## src/rtl/enc74148_pkg.sv

```systemverilog
`default_nettype none
// ============================================================================
//  Module      : enc74148_pkg
//  Description : Shared types, constants and the priority helper for the
//                registered 8-to-3 priority encoder.
//  Revision    : 1.0 - initial release
// ============================================================================
package enc74148_pkg;

    typedef logic [2:0] code_t;

    localparam int N_REQ           = 8;
    localparam int DEF_SYNC_STAGES = 2;

    // Output-register state encoding
    typedef enum logic [0:0] {
        ST_IDLE    = 1'b0,
        ST_PRESENT = 1'b1
    } state_t;

    // Index of the highest set bit; bit 7 has the highest priority.
    // Ascending scan, so later (higher) hits overwrite earlier ones.
    function automatic code_t prio8(input logic [7:0] i_vec);
        code_t v_idx;
        v_idx = '0;
        for (int i = 0; i < N_REQ; i++) begin
            if (i_vec[i]) begin
                v_idx = code_t'(i);
            end
        end
        return v_idx;
    endfunction

endpackage : enc74148_pkg
`default_nettype wire

```

## src/rtl/prio_encoder_74148_seq_sync_bank.sv

```systemverilog
`default_nettype none
// ============================================================================
//  Module      : sync_bank
//  Description : Bank of multi-flop synchronizers for asynchronous active-low
//                request lines. Flops reset to all-ones (idle level).
//  Revision    : 1.0 - initial release
// ============================================================================
module sync_bank
    import enc74148_pkg::*;
#(
    parameter int WIDTH  = N_REQ,
    parameter int STAGES = DEF_SYNC_STAGES
) (
    input  logic             clk_i,
    input  logic             rst_i,
    input  logic [WIDTH-1:0] i_async,
    output logic [WIDTH-1:0] o_sync
);

    logic [WIDTH-1:0] r_stage [STAGES];

    // Shift each request line through STAGES flops; reset to the idle level
    always_ff @(posedge clk_i) begin
        if (rst_i) begin
            for (int s = 0; s < STAGES; s++) begin
                r_stage[s] <= '1;
            end
        end else begin
            r_stage[0] <= i_async;
            for (int s = 1; s < STAGES; s++) begin
                r_stage[s] <= r_stage[s-1];
            end
        end
    end

    assign o_sync = r_stage[STAGES-1];

endmodule : sync_bank
`default_nettype wire

```

## src/rtl/prio_encoder_74148_seq.sv

```systemverilog
`default_nettype none
// ============================================================================
//  Module      : prio_encoder_74148_seq
//  Description : Registered 8-to-3 priority encoder. Synchronizes active-low
//                request lines, latches events into a pending vector and
//                presents the highest pending index both as 74148-style
//                active-low pins and as a binary code with valid/ready.
//  Revision    : 1.0 - initial release
// ============================================================================
module prio_encoder_74148_seq
    import enc74148_pkg::*;
#(
    parameter int SYNC_STAGES = DEF_SYNC_STAGES,
    parameter int EDGE_MODE   = 1
) (
    input  logic             clk_i,
    input  logic             rst_i,
    input  logic             ei_n_i,
    input  logic [N_REQ-1:0] req_n_i,
    input  logic             ready_i,
    output logic             valid_o,
    output code_t            code_o,
    output logic [2:0]       a_n_o,
    output logic             gs_n_o,
    output logic             eo_n_o,
    output logic [N_REQ-1:0] pend_o,
    output logic             ovr_o
);

    logic [N_REQ-1:0] w_sync;
    logic [N_REQ-1:0] w_event;
    logic [N_REQ-1:0] w_clr;
    logic             w_ovr_hit;

    logic [N_REQ-1:0] r_prev;
    logic [N_REQ-1:0] r_fall;
    logic [N_REQ-1:0] r_pend;
    logic             r_ovr;

    state_t           r_state;
    logic             r_valid;
    code_t            r_code;
    logic [2:0]       r_a_n;
    logic             r_gs_n;
    logic             r_eo_n;

    sync_bank #(
        .WIDTH  (N_REQ),
        .STAGES (SYNC_STAGES)
    ) u_sync (
        .clk_i   (clk_i),
        .rst_i   (rst_i),
        .i_async (req_n_i),
        .o_sync  (w_sync)
    );

    // Event source: a falling edge of the synchronized line, or its low level
    generate
        if (EDGE_MODE != 0) begin : g_edge
            assign w_event = r_prev & ~w_sync;
        end else begin : g_level
            assign w_event = ~w_sync;
        end
    endgenerate

    // The presented bit is cleared only on an actual handshake
    assign w_clr = (r_valid && ready_i) ? (8'b0000_0001 << r_code) : '0;

    // A new event landing on a bit that is still pending and not being
    // cleared this cycle means a lost event; meaningless in level mode
    assign w_ovr_hit = (EDGE_MODE != 0) && (|(r_fall & r_pend & ~w_clr));

    // Event capture and pending bookkeeping; a new event beats a clear
    always_ff @(posedge clk_i) begin
        if (rst_i) begin
            r_prev <= '1;
            r_fall <= '0;
            r_pend <= '0;
            r_ovr  <= 1'b0;
        end else begin
            r_prev <= w_sync;
            r_fall <= w_event;
            r_pend <= (r_pend & ~w_clr) | r_fall;
            r_ovr  <= w_ovr_hit;
        end
    end

    // Output register: present one index at a time, frozen until accepted
    always_ff @(posedge clk_i) begin
        if (rst_i) begin
            r_state <= ST_IDLE;
            r_valid <= 1'b0;
            r_code  <= '0;
            r_a_n   <= 3'b111;
            r_gs_n  <= 1'b1;
            r_eo_n  <= 1'b1;
        end else if (ei_n_i) begin
            // Disabled: outputs go inactive, code_o keeps its last value and
            // any unaccepted event stays pending for re-presentation
            r_state <= ST_IDLE;
            r_valid <= 1'b0;
            r_a_n   <= 3'b111;
            r_gs_n  <= 1'b1;
            r_eo_n  <= 1'b1;
        end else begin
            r_gs_n <= ~(|r_pend);
            r_eo_n <= |r_pend;
            case (r_state)
                ST_IDLE: begin
                    if (|r_pend) begin
                        r_code  <= prio8(r_pend);
                        r_a_n   <= ~prio8(r_pend);
                        r_valid <= 1'b1;
                        r_state <= ST_PRESENT;
                    end
                end
                ST_PRESENT: begin
                    if (ready_i) begin
                        r_valid <= 1'b0;
                        r_state <= ST_IDLE;
                    end
                end
                default: begin
                    r_valid <= 1'b0;
                    r_state <= ST_IDLE;
                end
            endcase
        end
    end

    assign valid_o = r_valid;
    assign code_o  = r_code;
    assign a_n_o   = r_a_n;
    assign gs_n_o  = r_gs_n;
    assign eo_n_o  = r_eo_n;
    assign pend_o  = r_pend;
    assign ovr_o   = r_ovr;

endmodule : prio_encoder_74148_seq
`default_nettype wire

```

## config.mk

```make
export PLATFORM = sky130hd
export DESIGN_NAME = prio_encoder_74148_seq
export DESIGN_NICKNAME = d
export VERILOG_FILES = /design/src/rtl/enc74148_pkg.sv /design/src/rtl/prio_encoder_74148_seq_sync_bank.sv /design/src/rtl/prio_encoder_74148_seq.sv
export SDC_FILE = /design/constraint.sdc
export NUM_CORES = 1
export LEC_CHECK = 0
export ABC_AREA = 1
export CAP_MARGIN = 0
export CORE_MARGIN = 1.5
export CORE_UTILIZATION = 49
export DETAILED_ROUTE_END_ITERATION = 8
export DONT_BUFFER_PORTS = 1
export PLACE_DENSITY_LB_ADDON = 0.3
export SLEW_MARGIN = 20
export SYNTH_ARGS = -nofsm -noshare
export SYNTH_HDL_FRONTEND = slang
export SYNTH_SLANG_ARGS = --single-unit
export TNS_END_PERCENT = 5
```

## constraint.sdc

```tcl
create_clock -name clk_i -period 2 [get_ports clk_i]
set_input_delay 0.3 -clock clk_i [delete_from_list [all_inputs] [get_ports clk_i]]
set_output_delay 0.3 -clock clk_i [all_outputs]
set_load 0.01 [all_outputs]
```

==> After elaboration in Yosys (flattened, before gate mapping) <==
Memory sizes are Yosys's and may differ from the RTL's.
Cells that the tools add are included.
{ "classes": {"n_shift": 1, "bitwise": 13, "muxes": 23, "n_reduce_logical": 7, "n_eq_ne": 2} }
{ "ops": {"columns": ["operator", "count"], "rows": [
  ["AND 8 bit", 4],
  ["2-to-1 mux 3 bit", 10],
  ["2-to-1 mux 8 bit", 3],
  ["inverter 8 bit", 2],
  ["OR reduction 8 bit", 2],
  ["2-to-1 mux 1 bit", 8],
  ["OR 8 bit", 1],
  ["<< shifter 1 x 3 -> 8 bit, first input constant", 1],
  ["inequality test 2 bit, second input constant", 2],
  ["one-hot mux 1 bit (2 select lines)", 2],
  ["AND reduction 2 bit", 2],
  ["inverter 1 bit", 3],
  ["inverter 3 bit", 1],
  ["AND reduction 3 bit", 1],
  ["OR 1 bit", 2],
  ["OR reduction 2 bit", 1],
  ["logical AND 1 bit", 1]
]} }
{ "word_totals": {"ramBits": 16, "reg_bits": 35, "input_bits": 12, "elab_cells": 57, "mem_count": 1, "output_inout_bits": 18} }
{ "mem_list": {"columns": ["name", "words", "word_bits", "read_ports", "rd_ports_with_merged_regs", "write_ports", "line_no", "rtl"], "rows": [
  ["u_sync.r_stage", 2, 8, 2, 0, 2, "prio_encoder_74148_seq_sync_bank.sv:20", "logic [WIDTH-1:0] r_stage [STAGES];"]
]} }

==> Depth between registers and ports, before layout <==
{ "logic_depth": {"depth_word": 12, "ltp_mapped": 9, "mapped_depth_nobuf": 9} }

==> Modules after synthesis <==
From an unflattened synthesis, not the netlist that was laid out.
{ "unflattened": {"hier_cells": 239, "area_unflattened_um2": 1894.3} }
{ "modules_own_cells": {"columns": ["module", "n_inst", "seq_area_each_um2", "area_each_um2", "cells_per_inst"], "rows": [
  ["prio_encoder_74148_seq", 1, 700.7, 1378.8, 181],
  ["sync_bank", 1, 320.3, 515.5, 58]
]} }

==> Worst setup path before layout <==
Ideal clock, no wire load.
{ "synth_timing": {"kind": "flip-flop to flip-flop", "startpoint": "register r_pend[2] (netlist: pend_o[2])", "endpoint": "register r_a_n[0] (netlist: a_n_o[0])", "t_required_ps": 1871, "period_less_slack_ps": 1105, "path_stages_with_launch": 8, "slack_ps": 895, "t_arrival_ps": 976, "path_buffers": 0, "setup_time_ps": 129, "cell_sequence": "dfxtp_1 > inv_1 > nand3_1 > nor2_4 > nor2_4 > clkinv_1 > nand2_1 > nand3_1"} }
{ "synth_via": {"elab_chain_cells": 11, "elab_cells_between_ends": 13, "cone_classes": "mux: 10; bitwise: 1; reduce/logical: 2"} }
{ "synth_rtl": {"columns": ["item", "line_no", "rtl"], "rows": [
  ["from (decl)", "prio_encoder_74148_seq.sv:37", "logic [N_REQ-1:0] r_pend;"],
  ["from (signal assigned)", "prio_encoder_74148_seq.sv:83", "r_pend <= (r_pend & ~w_clr) | r_fall;"],
  ["2-to-1 mux 3 bit (6 in series)", "enc74148_pkg.sv:27", "if (i_vec[i]) begin"],
  ["2-to-1 mux 3 bit", "prio_encoder_74148_seq.sv:110", "if (|r_pend) begin"],
  ["2-to-1 mux 3 bit", "prio_encoder_74148_seq.sv:108", "case (r_state)"],
  ["2-to-1 mux 3 bit", "prio_encoder_74148_seq.sv:97", "end else if (ei_n_i) begin"],
  ["2-to-1 mux 3 bit", "prio_encoder_74148_seq.sv:90", "if (rst_i) begin"],
  ["inverter 3 bit", "prio_encoder_74148_seq.sv:112", "r_a_n <= ~prio8(r_pend);"],
  ["to (signal assigned)", "prio_encoder_74148_seq.sv:112", null],
  ["to (decl)", "prio_encoder_74148_seq.sv:43", "logic [2:0] r_a_n;"]
]} }
Parallel ways exist; a longest one is shown, timed or not. The select of a mux whose other input is x is not followed.
A chain may end at the register's enable or synchronous reset.

==> run summary <==
Comb pwr share - 8.7%
pre-CTS WS - 0.7363 ns
Max Fanout on Critical Path - 1
Leakage Power - 0.9774 nW
TritonRoute pass-1 iters - 4
clk_skew - 0.01712 ns
Mapped Area - 1765 sq um
startpoint types - input port
Post-DP Area - 1812 sq um
Total Power - 1.746 mW
num ports - 30
most frequent cells in the layout - 51 x dfxtp_1, 45 x nand2_1, 35 x nor2_1, 25 x inv_1, 24 x or2_2
final std cells w/o fill - 280
Yosys reg bits - 51
HP Class - in -> reg
total CTS buffers - 5
Initial Util - 52.09%
Die W - 63.03 um
maximum operating frequency - 732.8 MHz
DRC Markers - 0
GRT Total Usage - 15.71%
synthesis-to-layout area growth - 14.39%
RSZ-0062 raised after global routing - no
status - finished, final reports clean
Slew HR - 76.66%
CTS H-tree lvls - 2
die height - 63.03 um
vias in the first global route - 1,074
post-route ant nets - 0
final count of negative-setup-slack endpoints - 0
Distinct cells, synth - 17
hpwl dp - 1927 um
clock network fraction of total power - 28.0%
maximum VDD drop - 0.5975 mV
critical path's slowest cell - dlygate4sd3_1
die footprint - 3972 sq um
post-CTS sizing - 0
GRT overflow - 0
critical path's largest stage delay - 0.55 ns
Cells after DPL - 258
Syn Area/Cell - 8.211 sq um
CP required - 2.28 ns
CTS root buffer - clkbuf_4
Worst Setup Path Type - in -> reg
yosys warns - 0
first-pass GRT wire length - 4678 um
setup TNS - 0 ns
I/O Buffers - 0
Clock Pin Slew Worst Setup and Hold Paths - 0.15 ns
maxcap violations - 0
Layout Nets - 245
commonest non-fill, non-tap cell in the layout - dfxtp_1
Routed WL per cell - 10.12 um
Min Clock Period, post-route - 1.365 ns
Internal - 1.306 mW
Net Count, Synth - 227
TritonCTS clock tree - yes
Core Rows - 21
Via-to-Cell Ratio - 4.557
CP Capture Type - register
CTS Buffer Depth - 2
Synth Instances - 215
Core Area - 3390 sq um
actual slew at the worst max-slew pin - 0.3490 ns
final instance area - 2019 sq um
clk_lat worst skew - 0.37 ns
final WL - 2834 um
Fin. Hold Viols - 0
Net Sw Frac - 25.18%
initial DRC count - 88
CP most frequent cell - dlygate4sd3_1
Largest delay share family, worst path - buffers and inverters
RePlAce Congestion - 0.9330
crit share post-route - 68.23%
diode count - 0
final slew viol count - 0
crit-path cells - dlygate4sd3_1, or2_2, dlygate4sd3_1
clock sink total - 51
register share of total power - 63.3%
layout cell share with drive strength beyond 1 - 17.09%
Worst Path Buf+Inv - 2
final setup margin - 0.6354 ns
switching pwr - 0.4396 mW
initial antenna violation count - 0
CP arrival - 1.64 ns
pwr dens - 864.6 nW/um^2
largest net degree at the start of global routing - 28
Seq/Total Area, Yosys - 57.83%
via count - 1,276
==> power groups by stage <==
stage               clock network (mW)  registers (mW)  logic (mW)
detailed placement                   0            1.13       0.127
CTS                              0.507            1.11       0.132
finish                           0.490            1.10       0.152
global placement                     0            1.13       0.127
global route                     0.558            1.11       0.174
floorplan                            0            1.12       0.114
==> kinds of logic after synthesis <==
| family | Yosys count | share of synthesized area, % |
|---|---|---|
| compound gates | 18 | 5.599 |
| buf+inv | 32 | 6.803 |
| flops | 51 | 57.83 |
| simple gates | 114 | 29.77 |
==> worst reg2reg max path: stages (launching register included) <==
cell and delay [ns]:
dfxtp_1 0.46, inv_1 0.10, nand3_1 0.19, nor2_4 0.08
nor2_4 0.13, clkinv_1 0.10, nand2_1 0.06, nand3_1 0.06
==> final timing paths <==
kind	startpoint	end	slack, ns	cells after the start
max reg2reg	pend_o[2]	a_n_o[0]	0.71	7
min	rst_i	r_prev[4]	0.04	1
max	req_n_i[0]	u_sync.r_stage[0][0]	0.64	3
min reg2reg	u_sync.r_stage[0][7]	u_sync.r_stage[0][15]	0.41	1
==> registers in the layout, summed over array words and instances (netlist names) <==
signal	cells
a_n_o	3
code_o	3
valid_o	1
pend_o	8
ovr_o	1
u_sync.r_stage	16
gs_n_o	1
r_state	1
r_prev	8
eo_n_o	1
r_fall	8
==> what timing repair did <==
| item | CTS | global route |
|---|---|---|
| buffers inserted | 0 | 0 |
| endpoints found under the hold margin | 9 | 14 |
| hold buffers | 1 | 13 |
==> through the flow <==
stage,hold WS (ns),utilization (%)
2_1_floorplan,0.3895,-
3_3_place_gp,0.3757,53.45
3_5_place_dp,0.3781,53.45
4_1_cts,0.004645,55.74
5_1_grt,0.002758,59.58
6_report,0.03883,59.58
==> cells in the mapped netlist <==
master	n	area share [%]
or2_2	24	8.5
dfxtp_1	51	58
a21oi_1	11	3.1
o21ai_1	2	0.57
nor2_2	1	0.35
nor2_4	3	1.9
clkinv_1	1	0.21
o21ai_0	1	0.28
nand3_1	5	1.4
nand3_2	1	0.57
a31oi_1	1	0.35
nand2_1	45	9.6
clkbuf_1	3	0.64
nor2_1	35	7.4
inv_2	3	0.64
inv_1	25	5.3
o21bai_1	3	1.3
==> final cells by class <==
cell class              count  area, sq um
inverters                  29        108.9
repair buffers             14        140.1
well taps                  46        57.56
multi-input cells         132        624.3
fillers                   307         1370
clock buffers               6        51.30
clock inverters             2        16.27
flip-flops and latches     51         1021
==> metal layers <==
layer | track usage, % | wire [um]
met5 | 0 | 0
met1 | 18.28 | 1319
met2 | 24.60 | 1355
met4 | 8.333 | 29
met3 | 6.486 | 128
Note: power is estimated with default switching activity, not from simulation.
